--- src/rtl/i2c_txn_sequencer.sv ---
// Transaction-level I2C master: sequences START / address / register / data / STOP
// steps on a bit/byte PHY, streaming write bytes in and read bytes out.
module i2c_txn_sequencer #(
    parameter int TIMEOUT_CYCLES = 4095,
    parameter int TO_W           = 12
) (
    input  logic       clk,
    input  logic       rst_n,
    input  logic       cmd_valid,
    input  logic       cmd_read,
    input  logic [6:0] cmd_dev,
    input  logic [7:0] cmd_reg,
    input  logic [3:0] cmd_len,
    output logic       busy,
    output logic       done,
    output logic       err_nack,
    output logic       err_timeout,
    input  logic [7:0] tx_data,
    input  logic       tx_valid,
    output logic       tx_ready,
    output logic [7:0] rx_data,
    output logic       rx_valid,
    output logic       phy_start_req,
    output logic       phy_stop_req,
    output logic       phy_write_req,
    output logic       phy_read_req,
    output logic       phy_master_ack,
    output logic [7:0] phy_data_out,
    input  logic       phy_ready,
    input  logic       phy_slave_ack,
    input  logic [7:0] phy_data_in
);
    localparam logic [3:0] S_IDLE   = 4'd0;
    localparam logic [3:0] S_START  = 4'd1;
    localparam logic [3:0] S_ADDR_W = 4'd2;
    localparam logic [3:0] S_REG    = 4'd3;
    localparam logic [3:0] S_RSTART = 4'd4;
    localparam logic [3:0] S_ADDR_R = 4'd5;
    localparam logic [3:0] S_WDATA  = 4'd6;
    localparam logic [3:0] S_RDATA  = 4'd7;
    localparam logic [3:0] S_STOP   = 4'd8;
    localparam logic [3:0] S_DONE   = 4'd9;

    logic [3:0]      state_q, state_d;
    logic            issued_q, issued_d;
    logic [TO_W-1:0] to_cnt_q, to_cnt_d;
    logic [3:0]      cnt_q, cnt_d;
    logic            rd_q, rd_d;
    logic [6:0]      dev_q, dev_d;
    logic [7:0]      reg_q, reg_d;
    logic [7:0]      data_q, data_d;
    logic            err_nack_q, err_nack_d;
    logic            err_to_q, err_to_d;
    logic [7:0]      rx_data_q, rx_data_d;
    logic            rx_valid_q, rx_valid_d;

    logic            is_start, is_write, is_read, is_stop, req_cycle;
    logic [7:0]      step_byte;
    logic [TO_W-1:0] to_inc;

    always_comb begin
        is_start  = (state_q == S_START) || (state_q == S_RSTART);
        is_write  = (state_q == S_ADDR_W) || (state_q == S_REG) ||
                    (state_q == S_ADDR_R) || (state_q == S_WDATA);
        is_read   = (state_q == S_RDATA);
        is_stop   = (state_q == S_STOP);
        // A write-data step only fires once the host has a byte ready.
        req_cycle = !issued_q && (is_start || is_write || is_read || is_stop) &&
                    ((state_q != S_WDATA) || tx_valid);
        case (state_q)
            S_ADDR_W: step_byte = {dev_q, 1'b0};
            S_REG:    step_byte = reg_q;
            S_ADDR_R: step_byte = {dev_q, 1'b1};
            S_WDATA:  step_byte = tx_data;
            default:  step_byte = data_q;
        endcase
        to_inc = to_cnt_q + 1'b1;
    end

    assign phy_start_req  = req_cycle && is_start;
    assign phy_write_req  = req_cycle && is_write;
    assign phy_read_req   = req_cycle && is_read;
    assign phy_stop_req   = req_cycle && is_stop;
    assign tx_ready       = req_cycle && (state_q == S_WDATA);
    assign phy_data_out   = req_cycle ? step_byte : data_q;
    assign phy_master_ack = is_read && (cnt_q != 4'd0);
    assign busy           = (state_q != S_IDLE) && (state_q != S_DONE);
    assign done           = (state_q == S_DONE);
    assign err_nack       = err_nack_q;
    assign err_timeout    = err_to_q;
    assign rx_data        = rx_data_q;
    assign rx_valid       = rx_valid_q;

    always_comb begin
        state_d    = state_q;
        issued_d   = issued_q;
        to_cnt_d   = to_cnt_q;
        cnt_d      = cnt_q;
        rd_d       = rd_q;
        dev_d      = dev_q;
        reg_d      = reg_q;
        data_d     = data_q;
        err_nack_d = err_nack_q;
        err_to_d   = err_to_q;
        rx_data_d  = rx_data_q;
        rx_valid_d = 1'b0;
        case (state_q)
            S_IDLE: begin
                if (cmd_valid) begin
                    rd_d       = cmd_read;
                    dev_d      = cmd_dev;
                    reg_d      = cmd_reg;
                    cnt_d      = cmd_len;
                    err_nack_d = 1'b0;
                    err_to_d   = 1'b0;
                    issued_d   = 1'b0;
                    state_d    = S_START;
                end
            end
            S_DONE: state_d = S_IDLE;
            default: begin
                if (!issued_q) begin
                    if (req_cycle) begin
                        issued_d = 1'b1;
                        to_cnt_d = '0;
                        data_d   = step_byte;
                    end
                end else if (phy_ready) begin
                    issued_d = 1'b0;
                    to_cnt_d = '0;
                    case (state_q)
                        S_START:  state_d = S_ADDR_W;
                        S_RSTART: state_d = S_ADDR_R;
                        S_ADDR_W: state_d = phy_slave_ack ? S_REG : S_STOP;
                        S_REG:    state_d = !phy_slave_ack ? S_STOP : (rd_q ? S_RSTART : S_WDATA);
                        S_ADDR_R: state_d = phy_slave_ack ? S_RDATA : S_STOP;
                        S_WDATA: begin
                            if (!phy_slave_ack || cnt_q == 4'd0) state_d = S_STOP;
                            else cnt_d = cnt_q - 4'd1;
                        end
                        S_RDATA: begin
                            rx_data_d  = phy_data_in;
                            rx_valid_d = 1'b1;
                            if (cnt_q == 4'd0) state_d = S_STOP;
                            else cnt_d = cnt_q - 4'd1;
                        end
                        default:  state_d = S_DONE;
                    endcase
                    if (!phy_slave_ack && is_write) err_nack_d = 1'b1;
                end else begin
                    to_cnt_d = to_inc;
                    // A silent PHY cannot be trusted to run STOP either, so finish directly.
                    if (to_inc == TO_W'(TIMEOUT_CYCLES)) begin
                        err_to_d = 1'b1;
                        issued_d = 1'b0;
                        state_d  = S_DONE;
                    end
                end
            end
        endcase
    end

    always_ff @(posedge clk or negedge rst_n) begin
        if (!rst_n) begin
            state_q    <= S_IDLE;
            issued_q   <= 1'b0;
            to_cnt_q   <= '0;
            cnt_q      <= '0;
            rd_q       <= 1'b0;
            dev_q      <= '0;
            reg_q      <= '0;
            data_q     <= '0;
            err_nack_q <= 1'b0;
            err_to_q   <= 1'b0;
            rx_data_q  <= '0;
            rx_valid_q <= 1'b0;
        end else begin
            state_q    <= state_d;
            issued_q   <= issued_d;
            to_cnt_q   <= to_cnt_d;
            cnt_q      <= cnt_d;
            rd_q       <= rd_d;
            dev_q      <= dev_d;
            reg_q      <= reg_d;
            data_q     <= data_d;
            err_nack_q <= err_nack_d;
            err_to_q   <= err_to_d;
            rx_data_q  <= rx_data_d;
            rx_valid_q <= rx_valid_d;
        end
    end
endmodule

--- config.mk ---
export PLATFORM = sky130hd
export DESIGN_NAME = i2c_txn_sequencer
export DESIGN_NICKNAME = d
export VERILOG_FILES = /design/src/rtl/i2c_txn_sequencer.sv
export SDC_FILE = /design/constraint.sdc
export NUM_CORES = 1
export LEC_CHECK = 0
export ABC_AREA = 1
export BUFFER_PORTS_ARGS = -buffer_cell sky130_fd_sc_hd__buf_4
export CORE_ASPECT_RATIO = 1.75
export CORE_MARGIN = 5
export CORE_UTILIZATION = 45
export CTS_BUF_LIST = sky130_fd_sc_hd__clkbuf_2 sky130_fd_sc_hd__clkbuf_4 sky130_fd_sc_hd__clkbuf_8
export DETAILED_ROUTE_END_ITERATION = 10
export PLACE_DENSITY = 0.79
export SYNTH_ARGS = -nofsm -noshare
export SYNTH_HDL_FRONTEND = slang
export SYNTH_SLANG_ARGS = --single-unit
--- constraint.sdc ---
create_clock -name clk -period 3.1 [get_ports clk]
set_input_delay 0.31 -clock clk [delete_from_list [all_inputs] [get_ports clk]]
set_output_delay 0.31 -clock clk [all_outputs]
set_load 0.01 [all_outputs]
==> key figures <==
GRT
  • Met1 usage: a little over a fifth
  • Initial antenna violation count: 0
  • Met3 Usage GRT: 2.549%
  • First-pass GRT wire length: approximately 13000 um
  • Met2 Usage GRT: a little over a third
  • Largest net degree at the start of global routing: between 50 and 60
  • Gr ovfl total: 0
  • Most Crowded Layer GR: met2
  • Number of global-route vias before repair: roughly 2900
  • GRT Total Usage: between 10% and 20%

Logic synthesis
  • Number of flops mapped to enable cells by yosys: 0
  • Net Count, Synth: 445
  • Synth top area share: between 40% and 50%
  • Cell count after synthesis: between 300 and 400
  • Most common cell in the synthesized netlist: nand2_1
  • Largest area contributor in the netlist: dfrtp_1
  • Post-synthesis cell area: 0.003043 mm2
  • Yosys cell types: 32
  • Mean Syn Cell Area: roughly 7.6 um2
  • Top cells by count, synth: 127 x nand2_1, 56 x dfrtp_1, 47 x nor2_1
  • Main synth FF type: dfrtp_1
  • Syn. warnings: 0
  • Seq cells post-synth: between 50 and 60
  • Post-synthesis sequential area ratio: a little under half
  • Async S/R FF share, synth: 100.0%
  • Area contributors post-synth: dfrtp_1 46%, nand2_1 16%, nor2_1 5.8%, inv_1 4.9%, a21oi_1 3.8%

Clocking
  • Hold_buf cts: 0
  • H-tree levels: 2
  • TritonCTS clock tree: built
  • Post-CTS Setup Bufs: 0
  • Root buf cell: clkbuf_8
  • Post-cts sizing count: 0
  • Clock transition at path regs: approximately 0.11 ns
  • Cts bufs inserted: 5
  • Worst-skew pair later-pin latency: approximately 0.33 ns
  • Clock buffer depth: 2
  • CTS Sinks: 56

Critical path
  • Max FO, Critical Path: 22
  • Worst setup EP type: output port
  • Worst Path Required: between 2 and 3 ns
  • Cell mode on critical path: inv_2
  • Startpoint type of the worst setup path: flop
  • Buffer and inverter count on the worst path: 5
  • Crit-path slowest cell: dfrtp_1
  • Crit path kind: reg2out
  • Arrival time at the worst endpoint: between 2 and 2.5 ns
  • Delay-heaviest family, CP: buffers and inverters
  • Critical path cell sequence: inv_2, nand2_1, inv_1, nand2_1, nor2_4, inv_2, nor2_1, nor2_2, o21ai_2, inv_2, nor2_1, a21oi_1, buf_4
  • CP max stage delay: 0.48 ns

Routing
  • Routed vias/inst: about 5
  • DRT Pass-1 Iters: 5
  • Antenna Nets Post-Route: 0
  • Vias post-DR: 2832
  • DR WL/cell: about 14 um
  • Final wirelength: about 7600 um
  • DR iter-0 viols: 216
  • Drt drc: 0

Die
  • DIE WIDTH: 72.16 um
  • IO Pins: between 60 and 70
  • Core area: between 0.006 and 0.007 mm2
  • # rows: 39
  • Die area: approximately 0.0086 mm2
  • Die H: 118.8 um
  • Starting density of the core: 46.19%

Power
  • Static Leak: around 1.9 nW
  • Max VDD drop: between 0.0004 and 0.0005 V
  • Power Density: roughly 760 mW/mm2

Hold path
  • Hold Crit Class: in2async

Place
  • Placer Congestion: between 0.9 and 1
  • Buffers on Ports: just under 70
  • HPWL Detailed: roughly 6000 um

Final layout
  • Antenna diodes: 0
  • Layout cells sized above 1: approximately 22%
  • Area grow syn2layout: 22.00%
  • Fillers: 658
  • Nets@finish: approximately 510

Timing
  • Final hold slack: ~0.026 ns
  • Worst slew pin tran: between 0.6 and 0.7 ns
  • Pins Over Slew Limit: 0
  • RSZ-0062 raised after global routing: false
  • Minimum clock period: 2.678 ns
  • Final Cycle Share: 86.39%
  • Setup Skew: 0.01676 ns
  • Setup_tns: 0 ns
  • Final count of hold timing violations: 0
  • FMAX: between 300 and 400 MHz
  • Setup violations, final: 0
  • Worst slew margin: between 50 and 60%

Status
  • Status: finished, final reports clean

Flow run
  • Max-cap viol count: 0
-- power by group --
group	internal [mW]	switching (mW)	leakage [nW]
Sequential	0.952	0.162	0.727
Clock	0.183	0.246	0.0516
Combinational	0.463	0.803	1.12
Total	1.60	1.21	1.89
-- through the flow --
stage	utilization (%)	cell area [um2]	cells	power, mW	worst slack [ns]
global route	56.35	3712	551	3.059	0.2014
CTS	56.35	3712	551	2.834	0.4242
detailed placement	54.89	3616	543	2.402	0.7914
floorplan	-	3043	399	1.983	1.111
global placement	54.89	3616	543	2.363	0.8334
finish	56.35	3712	551	2.808	0.4218
-- final cells by class --
cell class,count,area [um2],area share (%)
clock buffers,6,82.58,2.224
clock inverters,2,13.76,0.3707
inverters,49,183.9,4.954
multi-input cells,288,1418,38.19
flip-flops and latches,56,1401,37.75
well taps,82,102.6,2.764
repair buffers,68,510.5,13.75
-- logic make-up after synthesis --
logic type	share of synthesized area (%)
fa+ha+maj	1.645
compound gates	12.99
xor+xnor	0.2879
mux	2.961
buf+inv	7.360
flops	46.05
simple gates	28.70
-- final timing paths --
path | slack [ns] | from | depth (start not counted) | to
worst max-delay path | 0.42 | state_q[3]$_DFFE_PN0P_ | 13 | phy_data_out[7]
worst min-delay path | 0.03 | rst_n | 1 | rx_data[5]$_DFFE_PN0P_
worst max register to register | 0.91 | state_q[3]$_DFFE_PN0P_ | 11 | to_cnt_q[9]$_DFFE_PN0P_
worst min register to register | 0.49 | dev_q[1]$_DFFE_PN0P_ | 2 | dev_q[1]$_DFFE_PN0P_
max in group asynchronous | 2.61 | rst_n | 1 | state_q[2]$_DFFE_PN0P_
min in group clk | 0.19 | cmd_dev[1] | 3 | dev_q[1]$_DFFE_PN0P_
-- cells in the final DEF, fill, tap and decap left out, types with 2 or more instances in the layout --
cell type,Yosys,layout
nor2_4,4,4
o21ai_0,16,16
mux2_2,8,8
a21oi_2,2,2
a211oi_1,2,2
o211ai_1,2,2
o22ai_1,5,5
inv_1,40,40
inv_2,9,9
ha_1,4,4
a31oi_1,2,2
buf_4,2,68
a221oi_1,5,5
a22o_1,2,2
o21ai_1,6,6
dfrtp_1,56,56
nor2_2,2,2
clkbuf_8,0,6
nor3_1,4,4
nand4_1,4,4
nand2_1,127,127
nand3_1,17,17
a21oi_1,23,23
nor2_1,47,47
-- layer usage --
| metal | vias to the layer above | share of wire, % |
|---|---|---|
| met5 | - | 0 |
| met2 | 65 | 57 |
| met1 | 1323 | 36 |
| li1 | 1433 | - |
| met3 | 11 | 4.4 |
| met4 | 0 | 2.2 |
-- flip-flops by register name (all words and copies together) (netlist names) --
register	count
cnt_q	4
data_q	8
dev_q	7
err_nack	1
err_timeout	1
issued_q	1
rd_q	1
reg_q	8
rx_data	8
rx_valid	1
state_q	4
to_cnt_q	12
(Power assumes the default switching activity.)
